==> config.mk <==
export PLATFORM = sky130hd
export DESIGN_NAME = ddr_row_scheduler
export DESIGN_NICKNAME = d
export VERILOG_FILES = /design/src/rtl/ddr_row_pkg.sv /design/src/rtl/ddr_refresh_timer.sv /design/src/rtl/ddr_row_scheduler.sv
export SDC_FILE = /design/constraint.sdc
export NUM_CORES = 2
export LEC_CHECK = 0
export CORE_AREA = 2 2 546 548
export DETAILED_ROUTE_END_ITERATION = 10
export DIE_AREA = 0 0 548 550
export SYNTH_ARGS = -nofsm -noshare
export SYNTH_HDL_FRONTEND = slang
export SYNTH_SLANG_ARGS = --single-unit
==> constraint.sdc <==
create_clock -name i_clk -period 2.7 [get_ports i_clk]
set_clock_uncertainty 0.15 [all_clocks]
set_input_delay 0.27 -clock i_clk [delete_from_list [all_inputs] [get_ports i_clk]]
set_output_delay 0.27 -clock i_clk [all_outputs]
set_load 0.01 [all_outputs]
==> src/rtl/ddr_row_pkg.sv <==
// Shared types and helpers for the DDR row scheduler: row geometry, FSM states
// and the word-address layout used by both request channels.
package ddr_row_pkg;

    localparam int WORDS    = 40;
    localparam int WORD_W   = 16;
    localparam int ROW_BITS = 640;
    localparam int ROW_W    = 9;
    localparam int CNT_W    = 6;
    localparam int ADDR_W   = 24;

    typedef enum logic [1:0] {
        ST_IDLE  = 2'd0,
        ST_WRITE = 2'd1,
        ST_READ  = 2'd2,
        ST_DONE  = 2'd3
    } state_e;

    function automatic logic [ADDR_W-1:0] ddr_addr(input logic [ROW_W-1:0] row,
                                                   input logic [CNT_W-1:0] word);
        return {9'h000, row, word};
    endfunction

endpackage

==> src/rtl/ddr_refresh_timer.sv <==
// Idle refresh timer plus OR-merge of every refresh source into one registered
// pulse, so coincident requests never produce back-to-back pulses.
module ddr_refresh_timer #(
    parameter int INTERVAL = 1040
) (
    input  logic i_clk,
    input  logic i_rst,
    input  logic i_idle,
    input  logic i_job_req,
    input  logic i_mid_req,
    input  logic i_end_req,
    output logic o_refresh
);

    localparam int TW = $clog2(INTERVAL + 1);

    logic [TW-1:0] r_timer;
    logic          r_refresh;
    logic          w_idle_req;
    logic          w_any_req;

    assign w_idle_req = i_idle && (r_timer == TW'(INTERVAL - 1));
    assign w_any_req  = i_job_req || i_mid_req || i_end_req || w_idle_req;

    // Any refresh restarts the idle interval; the timer rests at 0 during jobs.
    always_ff @(posedge i_clk) begin
        if (i_rst) begin
            r_timer   <= '0;
            r_refresh <= 1'b0;
        end else begin
            r_refresh <= w_any_req;
            if (w_any_req || !i_idle)
                r_timer <= '0;
            else
                r_timer <= r_timer + 1'b1;
        end
    end

    assign o_refresh = r_refresh;

endmodule

==> src/rtl/ddr_row_scheduler.sv <==
// Job-based sequencer for one row write-back plus one row fetch over the
// 16-bit DDR word interface, with mid/end-of-burst and idle refresh.
module ddr_row_scheduler #(
    parameter int WORDS            = ddr_row_pkg::WORDS,
    parameter int MID_REFRESH_WORD = 19,
    parameter int REFRESH_INTERVAL = 1040
) (
    input  logic                          i_clk,
    input  logic                          i_rst,
    input  logic                          i_job_start,
    input  logic                          i_job_write,
    input  logic [8:0]                    i_write_row_num,
    input  logic [8:0]                    i_read_row_num,
    input  logic [ddr_row_pkg::ROW_BITS-1:0] i_write_row,
    output logic [ddr_row_pkg::ROW_BITS-1:0] o_read_row,
    output logic                          o_busy,
    output logic                          o_job_done,
    output logic                          o_job_dropped,
    output logic                          o_ddr_write,
    input  logic                          i_ddr_write_ack,
    output logic [23:0]                   o_ddr_write_addr,
    output logic [15:0]                   o_ddr_write_data,
    output logic                          o_ddr_read,
    input  logic                          i_ddr_read_ack,
    output logic [23:0]                   o_ddr_read_addr,
    input  logic [15:0]                   i_ddr_read_data,
    output logic                          o_ddr_refresh
);

    import ddr_row_pkg::*;

    state_e             r_state, w_state_nxt;
    logic [CNT_W-1:0]   r_cnt, w_cnt_nxt;
    logic [ROW_W-1:0]   r_wr_row, r_rd_row, w_wr_row_nxt, w_rd_row_nxt;

    logic               r_busy, r_job_done, r_job_dropped, r_ddr_write, r_ddr_read;
    logic [ADDR_W-1:0]  r_wr_addr, r_rd_addr;
    logic [WORD_W-1:0]  r_wr_data;
    logic [ROW_BITS-1:0] r_read_row;

    logic w_busy_nxt, w_done_nxt, w_dropped_nxt, w_write_nxt, w_read_nxt;
    logic w_job_acc, w_wr_acc, w_rd_acc, w_last, w_mid_req, w_end_req;

    // Acks only count in their own state; the other channel's ack is dropped.
    assign w_job_acc = (r_state == ST_IDLE) && i_job_start;
    assign w_wr_acc  = (r_state == ST_WRITE) && i_ddr_write_ack;
    assign w_rd_acc  = (r_state == ST_READ) && i_ddr_read_ack;
    assign w_last    = (r_cnt == CNT_W'(WORDS - 1));
    assign w_mid_req = (w_wr_acc || w_rd_acc) && (r_cnt == CNT_W'(MID_REFRESH_WORD));
    assign w_end_req = (w_wr_acc || w_rd_acc) && w_last;

    always_ff @(posedge i_clk) begin
        if (i_rst) begin
            r_state  <= ST_IDLE;
            r_cnt    <= '0;
            r_wr_row <= '0;
            r_rd_row <= '0;
        end else begin
            r_state  <= w_state_nxt;
            r_cnt    <= w_cnt_nxt;
            r_wr_row <= w_wr_row_nxt;
            r_rd_row <= w_rd_row_nxt;
        end
    end

    always_comb begin
        w_state_nxt  = r_state;
        w_cnt_nxt    = r_cnt;
        w_wr_row_nxt = r_wr_row;
        w_rd_row_nxt = r_rd_row;
        case (r_state)
            ST_IDLE: begin
                if (i_job_start) begin
                    w_state_nxt  = i_job_write ? ST_WRITE : ST_READ;
                    w_cnt_nxt    = '0;
                    w_wr_row_nxt = i_write_row_num;
                    w_rd_row_nxt = i_read_row_num;
                end
            end
            ST_WRITE: begin
                if (w_wr_acc) begin
                    w_cnt_nxt = w_last ? '0 : r_cnt + 1'b1;
                    if (w_last)
                        w_state_nxt = ST_READ;
                end
            end
            ST_READ: begin
                if (w_rd_acc) begin
                    w_cnt_nxt = w_last ? '0 : r_cnt + 1'b1;
                    if (w_last)
                        w_state_nxt = ST_DONE;
                end
            end
            default: w_state_nxt = ST_IDLE;
        endcase
    end

    always_comb begin
        w_busy_nxt    = (w_state_nxt != ST_IDLE);
        w_write_nxt   = (w_state_nxt == ST_WRITE);
        w_read_nxt    = (w_state_nxt == ST_READ);
        w_done_nxt    = (w_state_nxt == ST_DONE);
        w_dropped_nxt = i_job_start && (r_state != ST_IDLE);
    end

    // Outputs are registered from next-state values so they line up with the state.
    always_ff @(posedge i_clk) begin
        if (i_rst) begin
            r_busy        <= 1'b0;
            r_job_done    <= 1'b0;
            r_job_dropped <= 1'b0;
            r_ddr_write   <= 1'b0;
            r_ddr_read    <= 1'b0;
            r_wr_addr     <= '0;
            r_wr_data     <= '0;
            r_rd_addr     <= '0;
            r_read_row    <= '0;
        end else begin
            r_busy        <= w_busy_nxt;
            r_job_done    <= w_done_nxt;
            r_job_dropped <= w_dropped_nxt;
            r_ddr_write   <= w_write_nxt;
            r_ddr_read    <= w_read_nxt;
            if (w_write_nxt) begin
                r_wr_addr <= ddr_addr(w_wr_row_nxt, w_cnt_nxt);
                r_wr_data <= i_write_row[int'(w_cnt_nxt)*WORD_W +: WORD_W];
            end
            if (w_read_nxt)
                r_rd_addr <= ddr_addr(w_rd_row_nxt, w_cnt_nxt);
            if (w_rd_acc)
                r_read_row[int'(r_cnt)*WORD_W +: WORD_W] <= i_ddr_read_data;
        end
    end

    ddr_refresh_timer #(
        .INTERVAL (REFRESH_INTERVAL)
    ) u_refresh (
        .i_clk     (i_clk),
        .i_rst     (i_rst),
        .i_idle    (r_state == ST_IDLE),
        .i_job_req (w_job_acc),
        .i_mid_req (w_mid_req),
        .i_end_req (w_end_req),
        .o_refresh (o_ddr_refresh)
    );

    assign o_read_row       = r_read_row;
    assign o_busy           = r_busy;
    assign o_job_done       = r_job_done;
    assign o_job_dropped    = r_job_dropped;
    assign o_ddr_write      = r_ddr_write;
    assign o_ddr_write_addr = r_wr_addr;
    assign o_ddr_write_data = r_wr_data;
    assign o_ddr_read       = r_ddr_read;
    assign o_ddr_read_addr  = r_rd_addr;

endmodule

# After elaboration in Yosys (flattened, before gate mapping)
# Index checks and enable logic that the tools add are counted.
# totals
word_cells	63
register_bits	729
output_inout_bits	710
inputBits	680
# op_classes
n_eq_ne	8
n_shift	3
muxes	17
reduce_logical	17
n_addsub	3
# op_table
cell	count
bitwise mux 640 bit	1
variable shift 16 x 33 -> 640 bit (first input constant)	1
indexed part select 16 x 33 -> 640 bit	1
indexed part select 640 x 11 -> 16 bit	1
two-way mux 9 bit	4
negation 10 -> 33 bit	1
two-way mux 6 bit	4
case mux 6 bit (3 select lines)	1
two-way mux 2 bit	6
adder 11 x 1 -> 11 bit (second input constant)	1
== test 11 bit (second input constant)	1
logical AND 1 bit	7
adder 6 x 1 -> 6 bit (second input constant)	1
== test 2 bit (second input constant)	3
== test 6 x 5 -> 1 bit (second input constant)	1
== test 6 bit (second input constant)	1
case mux 2 bit (3 select lines)	1
logical OR 1 bit	5
== test 2 x 1 -> 1 bit (second input constant)	2
nonzero test 2 bit	2
zero test 2 bit	1
OR reduction 2 bit	1
zero test 1 bit	1

# Logic depth before layout (Yosys ltp)
# logic_depth
depth_word	9
mapped_depth	14
mapped_depth_nobuf	10

# By module
# A second synthesis with hierarchy kept.
# hier_totals
cells_unflattened	4453
hier_area_um2	32640.1
# modules_own_cells
module	cells_each	n_inst	area_each_um2
ddr_row_scheduler	4396	1	32084.5
ddr_refresh_timer	57	1	555.5

# Worst setup path after synthesis
# Ideal clock, no wire load.
# synth_timing
path_kind	reg-to-reg
startpoint	reg r_cnt[2]
endpoint	reg r_read_row[190], in the netlist o_read_row[190]
path_slack_ps	-240
period_less_slack_ps	2940
arrival_time_ps	2720
setup_time_ps	70
path_buffers	4
stages_incl_launch_ff	12
path_cell_list	dfxtp_1 -> buf_2 -> or3_1 -> nor3_1 -> ha_1 -> clkbuf_1 -> nand3_1 -> buf_2 -> nor4b_4 -> clkbuf_1 -> nand3_1 -> a21oi_1
# synth_between
elab_chain_cells	3
elab_cells_between_ends	4
classes_between	1 x add/sub; 2 x shift; 1 x mux
# synth_rtl
element	line	text
from (decl)	ddr_row_scheduler.sv:33	logic [CNT_W-1:0] r_cnt, w_cnt_nxt;
from (signal assigned)	ddr_row_scheduler.sv:60	r_cnt <= w_cnt_nxt;
negation 10 -> 33 bit *	ddr_row_scheduler.sv:131	r_read_row[int'(r_cnt)*WORD_W +: WORD_W] <= i_ddr_read_data;
indexed part select 16 x 33 -> 640 bit / variable shift 16 x 33 -> 640 bit (equally long branches)	ddr_row_scheduler.sv:131	
bitwise mux 640 bit *	ddr_row_scheduler.sv:131	
to (signal, indexed assignment)	ddr_row_scheduler.sv:131	
to (decl)	ddr_row_scheduler.sv:39	logic [ROW_BITS-1:0] r_read_row;
# Mark *: on every way between the ends. The rest lies on a longest branch, timed or not.
# A chain may end at the register's enable or synchronous reset.

# Worst setup path in the final report
# layout_timing
startpoint	reg r_state[1]
endpoint	reg r_wr_data[0], in the netlist o_ddr_write_data[0]
# layout_between
elab_chain_cells	5
elab_cells_between_ends	16
classes_between	3 x eq/ne; 1 x shift; 9 x mux; 3 x reduce/logical
# layout_rtl
element	line	text
from (decl)	ddr_row_scheduler.sv:32	state_e r_state, w_state_nxt;
from (signal assigned)	ddr_row_scheduler.sv:59	r_state <= w_state_nxt;
== test 2 bit / == test 2 x 1 -> 1 bit (equally long branches)	ddr_row_scheduler.sv:47, ddr_row_scheduler.sv:71, ddr_row_scheduler.sv:46	
logical AND 1 bit, on equally long branches	ddr_row_scheduler.sv:47, ddr_row_scheduler.sv:46	
two-way mux 6 bit (tied with other cells)	ddr_row_scheduler.sv:88	if (w_rd_acc) begin
case mux 6 bit (3 select lines) / case mux 2 bit (3 select lines) (equally long branches)	ddr_row_scheduler.sv:71	case (r_state)
indexed part select 640 x 11 -> 16 bit / == test 2 x 1 -> 1 bit (equally long branches)	ddr_row_scheduler.sv:126, ddr_row_scheduler.sv:100	
to (signal assigned)	ddr_row_scheduler.sv:126	r_wr_data <= i_write_row[int'(w_cnt_nxt)*WORD_W +: WORD_W];
to (decl)	ddr_row_scheduler.sv:38	logic [WORD_W-1:0] r_wr_data;
# Several ways; a longest one is shown, not always the timed one.

==> impl_metrics.ini <==
[status]
run_status = finished with violations
violations = setup timing

[floorplan]
fp.dieH_um = 550
ios = 1390
die-area_um2 = 301000
die_x_um = 548
start_util = 0.112
coreArea_um2 = 296000
placementRows = 200

[worst_setup_path]
ff2ff_path_depth = 14
path_max_fanout = 7
worstPathRequired_ns = 3.21
critPathKind = reg -> reg
ff2ff_setup_slack_ns = -0.67
r2r-start = r_state[1]
timing.rr.end = o_ddr_write_data[0]
endpoint_kind = flip-flop
crit_arrival_ns = 3.88
crit_path_start_kind = flip-flop

[timing]
grt_setup_unrepaired = true
tns_ns = -163.20
period_minus_slack_ns = 3.37
fmaxAchievable_mhz = 297
min_period_over_period = 1.25
relSlewSlack = 0.386
finalMaxSlewViolations = 0
tightestPinTransition_ns = 0.921
setup_viol = 685
hold_viol_final = 0
fin_ws_ns = -0.667

[yosys]
synth_edf_count = 0
syn-instance-count = 4554
ys_warn_count = 0
ys_seq_area_frac = 0.439
ys_types = 68
ys.flop_type = dfxtp_1
yosys.area.top_type = dfxtp_1
syn_area_per_cell_um2 = 7.29
synth_async_sr_flop_share = 0
syn_area_um2 = 33200
yosys-top-cells-area = dfxtp_1, nand2_1, a21oi_1, nand3_1, nor2_1
synth_top_cell_area_share = 0.439
ys_seq_elements = 729

[run]
cap_violations = 0

[global_routing]
grt_pass1_wl_um = 356000
grt_pass1_vias = 41000
overflow = 0
grt_max_degree = 170
groute.usage.overall = 0.171
antenna_found_initial = 65

[hold_path]
hp-class = in -> reg
min_path_cells = 3
min_from = i_write_row_num[2]
min_to = r_wr_row[2]

[power_and_ir_drop]
p_leak_nw = 23.2
fin_total_pwr_mw = 29.0
vdd_drop_max_mv = 0.422
cellPowerDensity_nw_per_um2 = 435

[clocking]
clk_latency_ns = 0.73
cts_tree = built
cts-root-buf = clkbuf_16
numCtsBuffers = 87
cts.sinks = 729
cts.path.max_buffers = 3
cts_max_level = 3
path_clk_slew_ns = 0.06

[routing]
drt-pass1-iter-count = 7
wl_per_cell_um = 26.7
via_per_inst = 4.11
vias = 43000
drtAntennaViolNets = 0
drt_iter0_drc = 4016
drc = 0
wirelength_um = 279000

[final_layout]
layout_common_cells = clkdlybuf4s50_1, nand2_1, dfxtp_1, a21oi_1, buf_4
num-nets-final = 7091
drive_above_1_share = 0.233
mostFrequentLayoutCell = clkdlybuf4s50_1
syn_to_final_growth_pct = 101
finalInstanceArea_um2 = 66700

[place]
pre_cts_ws_ns = -2.05
io_buffers = 1371
hpwl_um = 216000
dpl-instance-area_um2 = 56900
place_congestion = 0.957
## worst max-delay path by stage
| stage | start | endpoint | cells after the start |
|---|---|---|---|
| 6_report | r_state[1] | o_ddr_write_data[0] | 14 |
| 5_1_grt | r_cnt[0] | o_ddr_write_data[15] | 14 |
| 4_1_cts | r_state[1] | o_ddr_write_data[15] | 11 |
| 3_5_place_dp | i_ddr_read_ack | o_ddr_write_data[4] | 13 |
| 3_3_place_gp | i_ddr_read_ack | o_ddr_write_data[4] | 13 |
| 2_1_floorplan | r_cnt[2] | o_read_row[10] | 10 |
## metrics by stage
step / hold WS (ns) / utilization / instances
final: 0.0643 / 0.226 / 10400
after global routing: 0.0258 / 0.226 / 10400
after CTS: 0.000221 / 0.216 / 10300
after detailed placement: 0.292 / 0.192 / 10000
after global placement: 0.281 / 0.192 / 10000
after floorplan: 0.268 / - / 4571
## cell type report
type | count | area (µm²)
multi-input combinational | 3378 | 20200
tap | 3939 | 4930
antenna | 28 | 70.1
fill | 32400 | 229000
timing repair buffer | 2204 | 23900
inverter | 7 | 30.0
clock buffer | 118 | 2470
sequential | 729 | 14600
clock inverter | 43 | 514
## routing by layer
metal	track usage	routed length, µm	part of all wire
met5	0	46	0.00016
met4	0.102	19700	0.071
met3	0.0291	17800	0.064
met2	0.319	144000	0.52
met1	0.180	97200	0.35
## flip-flops by register name (all words and copies together) (netlist names)
register             count
o_job_dropped            1
r_wr_row                 9
u_refresh.r_timer       11
o_read_row             640
o_ddr_write_addr        15
o_ddr_read_addr         15
r_rd_row                 9
o_ddr_write_data        16
u_refresh.o_refresh      1
o_ddr_write              1
o_ddr_read               1
r_state                  2
o_job_done               1
r_cnt                    6
o_busy                   1
## critical path: stages (launching register included)
cell and delay (ns):
dfxtp_4 0.37, mux2i_4 0.19, o211ai_1 0.39, buf_12 0.21, and2_4 0.19, buf_6 0.10, buf_12 0.10, buf_12 0.12
buf_12 0.14, buf_6 0.11, nand2_2 0.04, nand3_2 0.09, a21oi_2 0.08, nor4_4 0.72, a31o_2 0.26
## where the power goes
part	total, mW	internal, mW	switching, mW
Combinational	5.67	2.65	3.03
Sequential	10.9	10.9	0.0739
Clock	12.4	7.11	5.30
## cells in the mapped netlist (all sizes together), types with 4 or more instances
cell type	number
inv	7
and2	7
nand4	169
nand3b	4
a31o	13
nor2	359
nor4b	7
nor2b	5
a211oi	107
nand2b	7
nor3	101
and3	75
buf	120
o21ai	7
nand3	482
dfxtp	729
clkbuf	337
xor2	7
a311oi	16
nand2	1080
nor3b	5
mux2i	69
a2111oi	4
o2bb2ai	14
ha	4
mux4	5
a31oi	63
xnor2	8
a21oi	691
nor4	19
## logic make-up (layout without fill, tap and decap cells)
logic type / Yosys count / count (layout) / share of synthesized area
AOI/OAI and AO/OA: 937 / 937 / 0.160
xor gates and xnor gates: 15 / 15 / 0.00396
adders and majority gates: 4 / 4 / 0.00151
buffers and inverters: 464 / 2372 / 0.0584
DFF: 729 / 729 / 0.439
muxes: 74 / 74 / 0.0242
other: 1 / 46 / 0.000113
and+or+nand+nor: 2330 / 2330 / 0.313
## repair_timing
item / 4_1_cts / 5_1_grt
hold buffers: 24 / 0
cloned: 25 / 21
pin swaps: 163 / 148
endpoints found under the setup margin: 677 / 688
hold endpoints to repair: 128 / 0
buffers inserted: 95 / 77
gates resized for setup: 475 / 405
No activity file was read; power rests on OpenSTA's default activity.
